--- src/rtl/rr_mux_arbiter_if.sv ---
`default_nettype none
// ============================================================================
// Module      : rr_mux_arbiter_if
// Description : Request/grant bundle between four requesters and the
//               round-robin arbiter that drives the shared mux select.
// Revision    : 1.0 - initial release
// ============================================================================
interface rr_mux_arbiter_if;
    logic [3:0] req;
    logic       done;
    logic [3:0] gnt;
    logic [1:0] sel;
    logic       gnt_valid;
    logic       timeout_flag;

    // Requester side
    modport master (
        output req, done,
        input  gnt, sel, gnt_valid, timeout_flag
    );

    // Arbiter side
    modport slave (
        input  req, done,
        output gnt, sel, gnt_valid, timeout_flag
    );
endinterface
`default_nettype wire

--- src/rtl/rr_mux_arbiter.sv ---
`default_nettype none
// ============================================================================
// Module      : rr_mux_arbiter
// Description : Four-way round-robin arbiter with done/withdraw/timeout
//               release; sole driver of the 4:1 mux select.
// Revision    : 1.0 - initial release
// ============================================================================
module rr_mux_arbiter #(
    parameter int TIMEOUT = 16,
    parameter int CNT_W   = 5
) (
    input  logic              clk,
    input  logic              rst_n,
    rr_mux_arbiter_if.slave   bus
);

    typedef enum logic [0:0] {
        IDLE  = 1'b0,
        GRANT = 1'b1
    } state_t;

    localparam logic [CNT_W-1:0] CNT_MAX = CNT_W'(TIMEOUT - 1);

    state_t           state_q;
    logic [3:0]       gnt_q;
    logic [1:0]       sel_q;
    logic [1:0]       ptr_q;
    logic             gnt_valid_q;
    logic             tflag_q;
    logic [CNT_W-1:0] cnt_q;

    // Returns {found, index}; scan order ptr+1, ptr+2, ptr+3, ptr.
    function automatic logic [2:0] pick(input logic [3:0] r, input logic [1:0] p);
        logic [2:0] res;
        logic [1:0] idx;
        res = 3'b000;
        for (int i = 4; i >= 1; i--) begin
            idx = p + 2'(i);
            if (r[idx]) begin
                res = {1'b1, idx};
            end
        end
        return res;
    endfunction

    logic [2:0] win;
    logic       rel_normal;
    logic       rel_tmo;

    // In GRANT ptr_q is the owner; in IDLE it is the last owner.
    assign win        = pick(bus.req, ptr_q);
    assign rel_normal = ~bus.req[ptr_q] | bus.done;
    assign rel_tmo    = (cnt_q == CNT_MAX) & ~rel_normal;

    always_ff @(posedge clk or negedge rst_n) begin
        if (!rst_n) begin
            state_q     <= IDLE;
            gnt_q       <= 4'b0000;
            sel_q       <= 2'b00;
            ptr_q       <= 2'b11;
            gnt_valid_q <= 1'b0;
            tflag_q     <= 1'b0;
            cnt_q       <= '0;
        end else begin
            tflag_q <= 1'b0;
            case (state_q)
                IDLE: begin
                    if (win[2]) begin
                        state_q     <= GRANT;
                        gnt_q       <= 4'b0001 << win[1:0];
                        sel_q       <= win[1:0];
                        ptr_q       <= win[1:0];
                        gnt_valid_q <= 1'b1;
                        cnt_q       <= '0;
                    end
                end
                GRANT: begin
                    if (rel_normal || rel_tmo) begin
                        tflag_q <= rel_tmo;
                        cnt_q   <= '0;
                        if (win[2]) begin
                            gnt_q <= 4'b0001 << win[1:0];
                            sel_q <= win[1:0];
                            ptr_q <= win[1:0];
                        end else begin
                            // sel keeps the last owner so the mux output holds
                            state_q     <= IDLE;
                            gnt_q       <= 4'b0000;
                            gnt_valid_q <= 1'b0;
                        end
                    end else if (cnt_q != CNT_MAX) begin
                        cnt_q <= cnt_q + 1'b1;
                    end
                end
                default: begin
                    state_q <= IDLE;
                end
            endcase
        end
    end

    assign bus.gnt          = gnt_q;
    assign bus.sel          = sel_q;
    assign bus.gnt_valid    = gnt_valid_q;
    assign bus.timeout_flag = tflag_q;

endmodule
`default_nettype wire
--- src/flat_wrapper.sv ---
// flat-port wrapper written by rule: the top's interface ports become plain ports
module rr_mux_arbiter_flat 
#(
    parameter int TIMEOUT = 16,
    parameter int CNT_W   = 5
)
  (clk, rst_n, bus_req, bus_done, bus_gnt, bus_sel, bus_gnt_valid, bus_timeout_flag);
  rr_mux_arbiter_if bus_i ();
  input  logic clk;
  input  logic rst_n;
  input wire logic [$bits(bus_i.req)-1:0] bus_req;
  input wire logic [$bits(bus_i.done)-1:0] bus_done;
  output wire logic [$bits(bus_i.gnt)-1:0] bus_gnt;
  output wire logic [$bits(bus_i.sel)-1:0] bus_sel;
  output wire logic [$bits(bus_i.gnt_valid)-1:0] bus_gnt_valid;
  output wire logic [$bits(bus_i.timeout_flag)-1:0] bus_timeout_flag;
  assign bus_i.req = bus_req;
  assign bus_i.done = bus_done;
  assign bus_gnt = bus_i.gnt;
  assign bus_sel = bus_i.sel;
  assign bus_gnt_valid = bus_i.gnt_valid;
  assign bus_timeout_flag = bus_i.timeout_flag;
  rr_mux_arbiter #(.TIMEOUT(TIMEOUT), .CNT_W(CNT_W)) u_core (.clk(clk), .rst_n(rst_n), .bus(bus_i));
endmodule
--- config.mk ---
export PLATFORM = sky130hd
export DESIGN_NAME = rr_mux_arbiter_flat
export DESIGN_NICKNAME = d
export VERILOG_FILES = /design/src/rtl/rr_mux_arbiter_if.sv /design/src/rtl/rr_mux_arbiter.sv /design/src/flat_wrapper.sv
export SDC_FILE = /design/constraint.sdc
export NUM_CORES = 1
export LEC_CHECK = 0
export BUFFER_PORTS_ARGS = -buffer_cell sky130_fd_sc_hd__buf_2
export CORE_MARGIN = 10
export CORE_UTILIZATION = 52
export DETAILED_ROUTE_END_ITERATION = 8
export HOLD_SLACK_MARGIN = 0.02
export MAX_ROUTING_LAYER = met4
export PLACE_DENSITY = 0.82
export SKIP_CTS_REPAIR_TIMING = 1
export SYNTH_ARGS = -nofsm -noshare
export SYNTH_HDL_FRONTEND = slang
export SYNTH_SLANG_ARGS = --single-unit
--- constraint.sdc ---
create_clock -name clk -period 2.15 [get_ports clk]
set_input_delay 0.215 -clock clk [delete_from_list [all_inputs] [get_ports clk]]
set_output_delay 0.215 -clock clk [all_outputs]
set_load 0.02 [all_outputs]
==> summary.md <==
| Metric | Value |
|---|---|
| Synth Warn # | `0` |
| Sw frac | `38.85%` |
| Crit-path cells | `ha_1 > and3_1 > ha_1 > inv_1 > a31oi_4 > and2b_1 > a22o_1` |
| Min Clock Period, post-route | `about 1800 ps` |
| 1st-iter DRT viols | `11` |
| Crit path max-delay cell type | `dfrtp_1` |
| Worst hold path type | `primary input to register` |
| Met3 Use GR | `about 3.4%` |
| Via count | `612` |
| Synth cell types | `30` |
| Area share of the largest cell type after synthesis | `between 40% and 50%` |
| Setup crit end kind | `register` |
| Ys async rst share | `100.0%` |
| P_int | `approximately 630 uW` |
| Synth Instances | `75` |
| Met2 Use GR | `14.41%` |
| Core Box Area | `1366 um^2` |
| Sequential share of power | `45.6%` |
| Antenna diodes | `0` |
| WL/cell | `14.54 um` |
| Layout Nets | `~100` |
| Residual DRC count | `0` |
| Sequential fraction of the synthesis area | `51.11%` |
| Mapped cell area | `approximately 790 um^2` |
| Slew HR | `63.78%` |
| Clock share of power | `16.0%` |
| # IOs | `15` |
| Final Non-Filler Cells | `109` |
| Total GRT Usage | `10.24%` |
| Layout area overhead | `15.87%` |
| Max Slew Vio Count | `0` |
| Syn avg cell area | `10.51 um^2` |
| Clock skew | `1.162 ps` |
| Pre-antenna DRT Iters | `4` |
| Clk sinks | `16` |
| Most common cell in the netlist | `dfrtp_1` |
| Global route hottest layer | `met2` |
| Slowest stage delay, CP | `420 ps` |
| Synthesized Nets | `84` |
| Yosys reg bits | `16` |
| Layout filler cell count | `123` |
| Critical path class | `register to register` |
| ANT nets after route | `0` |
| Post-synth top area cell | `dfrtp_1` |
| Crit Path Max Fanout | `7` |
| Slew @ Worst Pin | `540.1 ps` |
| Setup_tns | `0 ps` |
| Startpoint Class | `register` |
| Worst-Skew Late Latency | `280 ps` |
| Hold violation count in the final report | `0` |
| Core Rows | `13` |
| Met1 usage | `13.50%` |
| Vias in the first global route | `599` |
| Die Y | `58.94 um` |
| Period utilization | `84.97%` |
| Synth Flop Type | `dfrtp_1` |
| Vias/cell | `~5.6` |
| RSZ-0062 raised after global routing | `no` |
| Layout cells sized above 1 | `26.60%` |
| Initial core utilization | `57.69%` |
| Drt total wl | `1585 um` |
| TritonCTS clock tree | `done` |
| Die Width | `58.94 um` |
| Grt ovf | `0` |
| Max-cap violations | `0` |
| Fmax | `547.4 MHz` |
| Final core utilization | `66.85%` |
| Outcome | `finished clean` |
| Largest net degree at the start of global routing | `17` |
| CP required | `2330 ps` |
| Root buffer cell | `clkbuf_4` |
| Number of synthesized flops with an enable pin | `0` |
| DIE AREA | `between 3000 and 4000 um^2` |
| Top post-synthesis cells by area | `dfrtp_1 (44%), dfstp_2 (6.7%), inv_1 (3.3%)` |
| # setup viols final | `0` |
| Worst path most repeated cell | `ha_1` |
| Post-DP HPWL | `between 1000 and 1500 um` |
| Placer Congestion | `0.8126` |
| CTS buffer count | `3` |
| PD cells | `1133 nW/um^2` |
| First-pass GRT wire length | `about 2800 um` |
| Leakage | `about 0.00045 uW` |
| Placed Cells | `around 100` |
| Worst path top cell family by delay | `adder cells` |
| Net switching power | `402.0 uW` |
| Max clock buf depth | `2` |
| Max VDD drop | `0.0007323 V` |
| Initial antenna violation count | `0` |
| Worst Path Buf+Inv | `1` |
| H-Tree Depth | `1` |
| Logic pwr share | `38.4%` |
| CP arrival | `2000 ps` |
| Port Buffers | `14` |
| Clock transition at path regs | `90 ps` |
| Most frequent cells after synthesis | `dfrtp_1 (14), inv_1 (7), nand2_1 (6), nor2_1 (6), o21ai_0 (5)` |
-- registers in the layout (all words and copies together) (netlist names) --
| register | cells |
|---|---|
| u_core.cnt_q | 5 |
| u_core.bus.gnt | 4 |
| u_core.bus.gnt_valid | 1 |
| u_core.bus.timeout_flag | 1 |
| u_core.bus.sel | 2 |
| u_core.ptr_q | 2 |
| u_core.state_q | 1 |
-- through the flow --
step | area, um^2 | power, uW | setup WS [ps] | hold WS (ps)
after floorplan | 788.3 | 743.4 | 454.1 | -80.59
after global placement | 877.1 | 860.2 | 382.2 | 135.7
after detailed placement | 877.1 | 873.3 | 359.9 | 140.1
after CTS | 903.4 | 1041 | 329.2 | -170.6
after global routing | 913.4 | 1110 | 173.2 | 254.5
final | 913.4 | 1035 | 323.2 | 244.2
-- layer usage --
metal  part of all wire [%]  wire, um  up-vias
li1                       -         -      305
met1                     49       780      287
met2                     42       670       18
met3                    7.6       121        2
met4                   0.76        12        0
met5                      0         0        -
-- worst paths after layout --
| path | cells past startpoint | slack, ps | to | start |
|---|---|---|---|---|
| max | 7 | 320 | u_core.bus.gnt[1] | u_core.cnt_q[0] |
| min | 3 | 240 | u_core.state_q | bus_req[0] |
| max reg2reg | 7 | 320 | u_core.bus.gnt[1] | u_core.cnt_q[0] |
| min reg2reg | 1 | 490 | u_core.bus.gnt[2] | u_core.bus.gnt[2] |
| max in group asynchronous | 2 | 1490 | u_core.ptr_q[0] | rst_n |
| min in group asynchronous | 2 | 370 | u_core.state_q | rst_n |
-- logic make-up after synthesis --
logic type / share of synthesized area (%)
compound gates: 18.89
fa+ha+maj: 4.444
simple gates: 18.89
mux: 2.857
buf+inv: 3.810
flops: 51.11
-- layout make-up --
class                      instances  area (um^2)  share of cell area, %
sequential                        16        402.9                  44.11
timing repair buffer              15        80.08                  8.767
multi-input combinational         51        355.3                  38.90
inverter                           8        30.03                  3.288
tap                               15        18.77                  2.055
clock buffer                       4        26.28                  2.877
-- tightest hold or removal path: stages --
cell and delay, ps:
buf_2 120, nor4_2 80, inv_2 70
-- power groups by stage --
stage	clock, uW	combinational, uW	sequential (uW)
2_1_floorplan	0	207	537
3_3_place_gp	0	390	470
3_5_place_dp	0	398	475
4_1_cts	169	402	469
5_1_grt	179	449	482
6_report	166	397	472
-- cell usage in the layout (no fill, tap or decap), types with 2 or more instances in the layout --
cell type / instances
nand2_1: 6
nor3b_1: 2
a22o_1: 2
and3_1: 2
clkbuf_4: 3
dfrtp_1: 14
inv_1: 7
nand2b_1: 3
a211o_1: 2
buf_2: 14
a21oi_1: 3
o21ai_0: 5
ha_1: 2
nor2_1: 6
dfstp_2: 2
nor3_1: 2
o2bb2ai_1: 2
Note: power is estimated with default switching activity, not from simulation.
